File: src/rtl/gray_wdt.sv
// Gray-code heartbeat watchdog: per-channel lap tracking with sequence and
// timeout fault detection, sticky fault flags and a saturating fault counter.
module gray_wdt #(
    parameter int CH        = 3,
    parameter int W         = 3,
    parameter int TIMEOUT   = 6500000,
    parameter int CNT_W     = 24,
    parameter int GOOD_LAPS = 1
) (
    input  logic            clk,
    input  logic            reset,
    input  logic [CH*W-1:0] hb,
    input  logic            fault_clr,
    output logic [CH-1:0]   health,
    output logic            all_healthy,
    output logic [CH-1:0]   seq_err,
    output logic [CH-1:0]   tmo_err,
    output logic [7:0]      fault_cnt
);

    typedef enum logic {IDLE, TRACK} state_t;

    localparam logic [W-1:0]     LAST_CODE = {1'b1, {(W-1){1'b0}}};
    localparam logic [CNT_W-1:0] TMO_LAST  = CNT_W'(TIMEOUT - 1);
    localparam logic [3:0]       LAPS_MAX  = 4'(GOOD_LAPS);

    function automatic logic [W-1:0] g2b(input logic [W-1:0] g);
        logic [W-1:0] b;
        b[W-1] = g[W-1];
        for (int unsigned i = 1; i < W; i++) begin
            b[W-1-i] = b[W-i] ^ g[W-1-i];
        end
        return b;
    endfunction

    logic [CH-1:0] fault_ev;

    for (genvar c = 0; c < CH; c++) begin : g_ch
        state_t           state_q, state_d;
        logic [W-1:0]     cur_q, prev_q, nxt_bin;
        logic [CNT_W-1:0] timer_q, timer_d;
        logic [3:0]       laps_q, laps_d;
        logic             health_q, health_d;
        logic             seq_q, tmo_q;
        logic             lap, seq_fault, tmo_fault;

        always_ff @(posedge clk) begin
            if (reset) begin
                state_q  <= IDLE;
                cur_q    <= '0;
                prev_q   <= '0;
                timer_q  <= '0;
                laps_q   <= '0;
                health_q <= 1'b0;
                seq_q    <= 1'b0;
                tmo_q    <= 1'b0;
            end else begin
                state_q  <= state_d;
                cur_q    <= hb[c*W +: W];
                prev_q   <= cur_q;
                timer_q  <= timer_d;
                laps_q   <= laps_d;
                health_q <= health_d;
                // A fault raised this cycle overrides a simultaneous clear
                if (seq_fault)      seq_q <= 1'b1;
                else if (fault_clr) seq_q <= 1'b0;
                if (tmo_fault)      tmo_q <= 1'b1;
                else if (fault_clr) tmo_q <= 1'b0;
            end
        end

        always_comb begin
            nxt_bin   = g2b(prev_q) + W'(1);
            state_d   = state_q;
            lap       = 1'b0;
            seq_fault = 1'b0;
            tmo_fault = 1'b0;
            case (state_q)
                IDLE: begin
                    if (cur_q == '0) state_d = TRACK;
                end
                TRACK: begin
                    if (cur_q != prev_q && g2b(cur_q) != nxt_bin) begin
                        seq_fault = 1'b1;
                        state_d   = IDLE;
                    end else if (prev_q == LAST_CODE && cur_q == '0) begin
                        lap = 1'b1;
                    end else if (timer_q == TMO_LAST) begin
                        tmo_fault = 1'b1;
                        state_d   = IDLE;
                    end
                end
                default: state_d = IDLE;
            endcase
        end

        always_comb begin
            timer_d = '0;
            laps_d  = '0;
            if (state_q == TRACK && state_d == TRACK) begin
                if (lap) begin
                    laps_d = (laps_q == LAPS_MAX) ? laps_q : laps_q + 4'd1;
                end else begin
                    timer_d = timer_q + 1'b1;
                    laps_d  = laps_q;
                end
            end
            health_d = (state_d == TRACK) && (laps_d == LAPS_MAX);
        end

        assign health[c]   = health_q;
        assign seq_err[c]  = seq_q;
        assign tmo_err[c]  = tmo_q;
        assign fault_ev[c] = seq_fault | tmo_fault;
    end

    assign all_healthy = &health;

    logic [4:0] n_fault;
    logic [8:0] cnt_sum;

    always_comb begin
        n_fault = '0;
        for (int unsigned c = 0; c < CH; c++) begin
            n_fault = n_fault + {4'b0, fault_ev[c]};
        end
        cnt_sum = {1'b0, fault_cnt} + {4'b0, n_fault};
    end

    always_ff @(posedge clk) begin
        if (reset) fault_cnt <= '0;
        else       fault_cnt <= cnt_sum[8] ? 8'hFF : cnt_sum[7:0];
    end

endmodule
File: config.mk
export PLATFORM = sky130hd
export DESIGN_NAME = gray_wdt
export DESIGN_NICKNAME = d
export VERILOG_FILES = /design/src/rtl/gray_wdt.sv
export SDC_FILE = /design/constraint.sdc
export NUM_CORES = 1
export LEC_CHECK = 0
export CAP_MARGIN = 20
export CORE_UTILIZATION = 54
export DETAILED_ROUTE_END_ITERATION = 7
export PLACE_DENSITY = 0.83
export SLEW_MARGIN = 0
export SYNTH_ARGS = -nofsm -noshare
export SYNTH_HDL_FRONTEND = slang
export SYNTH_SLANG_ARGS = --single-unit
File: constraint.sdc
create_clock -name clk -period 3.5 [get_ports clk]
set_clock_uncertainty 0.1 [all_clocks]
set_input_delay 0.525 -clock clk [delete_from_list [all_inputs] [get_ports clk]]
set_output_delay 0.525 -clock clk [all_outputs]
set_load 0.1 [all_outputs]
======== Word-level counts from Yosys, hierarchy flattened ========
Cells that the tools add are included.
word-level totals
  bits in latches ......................... 0
  memories kept ........................... 0
  register bits ........................... 122
  bits in read-only memories .............. 0
  RAM bits ................................ 0
cells by class
  div/mod/pow operators ................... 0
  muxes and demuxes ....................... 59
  order comparisons ....................... 0
  $add $sub $neg .......................... 12
  multiply operators ...................... 0
  bitwise logic cells ..................... 21
  shift-type cells ........................ 0
  reduce and logical (&&, ||, !) cells .... 25
  eq/ne operators ......................... 18
operators by type and width
  cell                     count
  $add A24 B1 Y24 const B  3
  $eq A24 B23 Y1 const B   3
  $mux W1                  46
  $mux W4                  9
  $eq A4 B1 Y1 const B     6
  $ne A3 B3 Y1             6
  $add A4 B1 Y4 const B    3
  $logic_and A1 B1 Y1      12
  $reduce_bool A2 Y1       6
  $xor A1 B1 Y1            12
  $add A3 B1 Y3 const B    3
  $add A8 B3 Y9            1
  $eq A3 B3 Y1 const B     3
  $logic_not A3 Y1         3
  $reduce_or A3 Y1         3
  $mux W8                  1
  $not A1 Y1               6
  $pmux W1 S2              3
  $add A2 B1 Y3            1
  $or A1 B1 Y1             3
  $reduce_and A3 Y1        1
  $add A1 B1 Y2            1

======== Logic depth before layout (Yosys ltp) ========
  depth after elaboration ................. 12
  gate-level depth with buffers ........... 14
  depth with buffers taken out ............ 14

======== Worst setup path after synthesis ========
Ideal clock, no wire load.
  path type ............................... reg-to-reg
  start ................................... reg g_ch[0].timer_q[0]
  end ..................................... reg fault_cnt[4]
  arrival ................................. 3.462 ns
  clock period less this slack ............ 3.634 ns
  path buffers ............................ 0
  path slack .............................. -0.134 ns
  data required time ...................... 3.328 ns
  setup time .............................. 0.072 ns
  stages on the path, launching flop included .. 15
  cells stage by stage .................... dfxtp_1 ha_1 nor4bb_1 nand4_1 or4_1 o21ai_0 nand2_1 fa_1 inv_1 ha_1 fa_1 nand2_1 nor2_1 or2_2 a21oi_1
on the way
  longest elaborated chain between the ends .. 10
ends and longest elaborated chain
  element                 RTL line  text
  start, declared         41        logic [CNT_W-1:0] timer_q, timer_d;
  start signal, assigned  61        timer_q <= timer_d;
  $eq A24 B23 Y1          88        end else if (timer_q == TMO_LAST) begin
  $mux W1                 88
  $mux W1                 86        end else if (prev_q == LAST_CODE && cur_q == '0) begin
  $mux W1                 83        if (cur_q != prev_q && g2b(cur_q) != nxt_bin) begin
  $mux W1                 78        case (state_q)
  $or A1 B1 Y1            114       assign fault_ev[c] = seq_fault | tmo_fault;
  $add A1 B1 Y2           125       n_fault = n_fault + {4'b0, fault_ev[c]};
  $add A2 B1 Y3           125
  $add A8 B3 Y9           127       cnt_sum = {1'b0, fault_cnt} + {4'b0, n_fault};
  $mux W8                 132       else fault_cnt <= cnt_sum[8] ? 8'hFF : cnt_sum[7:0];
  end signal, assigned    132
  end, declared           18        output logic [7:0] fault_cnt
Every way passes these cells.
A chain may end at the register's enable or synchronous reset.

======== Final worst setup path ========
  start ................................... reg g_ch[2].timer_q[5]
  end ..................................... reg fault_cnt[3]
on the way
  longest elaborated chain between the ends .. 9
ends and longest elaborated chain
  element                 RTL line
  start, declared         41
  start signal, assigned  61
  $eq A24 B23 Y1          88
  $mux W1                 88
  $mux W1                 86
  $mux W1                 83
  $mux W1                 78
  $or A1 B1 Y1            114
  $add A2 B1 Y3           125
  $add A8 B3 Y9           127
  $mux W8                 132
Every way passes these cells.

==> metrics <==
status=finished with violations; failing checks=setup timing; startpoint types=flip-flop; Slew @ Worst Pin=1110 ps; vias post-DR=4834; CTS tree=built; largest cells by area after synthesis=dfxtp_1, xor2_1, nor2_1, xnor2_1, nand3_1; Synth async-reset ratio=0; Crit Path Class=flip-flop to flip-flop; sequential area share after synthesis=0.433; worst hold path class=flip-flop to flip-flop; Final Wtd Congestion=0.835; Peak VDD IR=0.393 mV; CTS root buf=clkbuf_8; WL/cell=15.5 um; multi-input logic area=3090 um^2; antenna viol nets, final=0; Clk pin slew, worst setup/hold paths=60 ps; Post-Syn Area per Cell=8.93 um^2; Synth Area in Simple Gates=0.299; fillers=686; final-report hold violation count=0; Synth Cell Area=5640 um^2; DR vias/cell=5.80; Slew Viols, Final=0; WHS=372 ps; initial core utilization=0.567; DRT Wirelength=12900 um; Total Power=3270 uW; Synth Flop Type=dfxtp_1; Final min period=3500 ps; 1st-pass router iterations=5; fraction of layout cells with a size suffix above 1=0.140; GRT Total Usage=0.237; HPWL Detailed=8270 um; Final #Nets=714; largest family of logic cells by synthesized area=simple AND/OR/NAND/NOR gates; I/O Buffers=29; hold path depth=2; final setup violation count=1; IO Count=30; Hold EP=g_ch[2].tmo_q$_SDFFE_PP0P_; Synth Area in Compound Gates=0.0685; post-synthesis mux area share=0.0115; FF-to-FF End=fault_cnt[3]$_SDFF_PP0_; Synth warnings=0; Clock Tree Buf Depth=2; r2r startpoint=g_ch[2].timer_q[5]$_SDFF_PP0_; crit path DAT=3840 ps; R2R depth=14; initial antenna violation count=0; Die Wd=104 um; total core area=9950 um^2; n_diodes=0; first-pass GRT wire length=20700 um; synth-to-layout area growth=22.3%; Rows=36; register area=2450 um^2; number of remaining DRC errors=0; xor/xnor share of the synthesized area=0.116; Final period util=1.00; clock tree sinks=122; Initial DRC Count=350; setup tns final=-4.15 ps; Seq cells post-synth=122; Synth Area in Adders=0.0315; FMAX=285 MHz; Post-DP Area=6210 um^2; post-route cell area=6900 um^2; commonest cells after routing, fill and taps aside=dfxtp_1, nor2_1, xor2_1; Worst-Skew Late Latency=520 ps; Reg2Reg Setup Slack=-4 ps; synth unique cells=55; Static Leak=0.00237 uW; RSZ-0062 raised after global routing=yes; Worst Path Max Fanout=6; hold buffers post-CTS=0; PwrDens=474 nW/um^2; CP Capture Type=flip-flop; Num CTS Buffers=17; Die Height=104 um; vias in the first global route=4647; largest net degree at the start of global routing=35; Synth top area share=0.433; Synth area leader=dfxtp_1; EDFF count, synth=0; syn_nets=657; die area=10900 um^2; Max-Cap Viols=0; total gr overflow=0; Slew Limit Headroom=0.255; CTS HTree Levels=4; min-delay src=g_ch[2].tmo_q$_SDFFE_PP0P_; Required @ worst endpoint=3840 ps; Gate Count Post-Synth=632; commonest non-fill, non-tap cell in the layout=dfxtp_1; final worst setup slack=-4.15 ps
[layer usage]
metal	up-vias	wire length (um)	global-route usage
met3	33	562	0.0570
met5	-	0	0
met2	132	6710	0.414
met4	0	301	0.115
li1	2331	-	-
met1	2338	5320	0.272
[report_power, final]
part	total (uW)	internal (uW)	switching, uW	leakage [uW]
registers	1440	1410	28.4	0.000990
clock network	1610	1030	586	0.000273
logic	221	79.9	141	0.00111
[state kept, by name, summed over array words and instances (netlist names)]
| register | cells |
|---|---|
| g_ch.tmo_q | 3 |
| g_ch.timer_q | 72 |
| g_ch.seq_q | 3 |
| g_ch.cur_q | 9 |
| g_ch.prev_q | 9 |
| g_ch.laps_q | 12 |
| g_ch.health_q | 3 |
| g_ch.state_q | 3 |
| fault_cnt | 8 |
[worst max-delay path, cell delays in order, from the launching register on]
cell      delay (ps)
dfxtp_2          310
nand2b_4         130
or4_4            480
or4b_4           550
nand3_4          110
nand2_4           60
fa_1             440
inv_1             80
ha_2             210
fa_2             220
nand2_2           70
nor2_4           160
nand4_1          140
buf_6            170
a21oi_1          180
[synth_stat cells (7+ instances only)]
cell      count
dfxtp_1     122
nor4_1        7
nand3_1      43
nand2b_1      7
xnor2_1      29
nor2b_1      23
buf_4         9
a21oi_1      19
nand4_1      25
nand2_1      33
inv_1        24
ha_1         11
and3_1       17
nor2_1       75
nor3_1       43
xor2_1       46
clkbuf_1      9
buf_2         7
[stage by stage]
step | util | setup WS (ps) | std cells
final | 0.693 | -4.15 | 834
after global routing | 0.693 | -136 | 834
after CTS | 0.683 | 4.81 | 832
after detailed placement | 0.624 | -64.1 | 800
after global placement | 0.624 | -4.65 | 800
after floorplan | - | 18.8 | 632
[cell type report]
cell class / instances / area share
Clock buffer: 24 / 0.0711
Clock inverter: 7 / 0.00943
Inverter: 24 / 0.0131
Multi-Input combinational cell: 461 / 0.447
Sequential cell: 122 / 0.355
Tap cell: 133 / 0.0241
Timing Repair Buffer: 63 / 0.0803
[how the worst max path moves through the flow]
stage | start | end | slack [ps] | cells past startpoint
6_report | g_ch[2].timer_q[5]$_SDFF_PP0_ | fault_cnt[3]$_SDFF_PP0_ | -4 | 14
5_1_grt | g_ch[2].timer_q[5]$_SDFF_PP0_ | fault_cnt[3]$_SDFF_PP0_ | -140 | 14
4_1_cts | g_ch[0].timer_q[0]$_SDFF_PP0_ | fault_cnt[4]$_SDFF_PP0_ | 5 | 14
3_5_place_dp | g_ch[0].timer_q[0]$_SDFF_PP0_ | fault_cnt[3]$_SDFF_PP0_ | -60 | 14
3_3_place_gp | g_ch[0].timer_q[0]$_SDFF_PP0_ | fault_cnt[4]$_SDFF_PP0_ | -5 | 14
2_1_floorplan | g_ch[0].timer_q[0]$_SDFF_PP0_ | fault_cnt[4]$_SDFF_PP0_ | 20 | 14
[cell families (layout without fill, tap and decap cells)]
group,count (synthesis),in the layout
XOR/XNOR,75,75
buffers and inverters,49,118
AND/OR/NAND/NOR,313,313
adder cells (fa/ha/maj),13,13
multiplexers,4,4
AO/OA/AOI/OAI,56,56
flip-flops,122,122
[what timing repair did]
item	in CTS	in global routing
buffers inserted	1	1
pin swaps	1	15
setup endpoints to repair	7	8
gates resized for setup	3	22
Power figures use the tool's default switching activity.
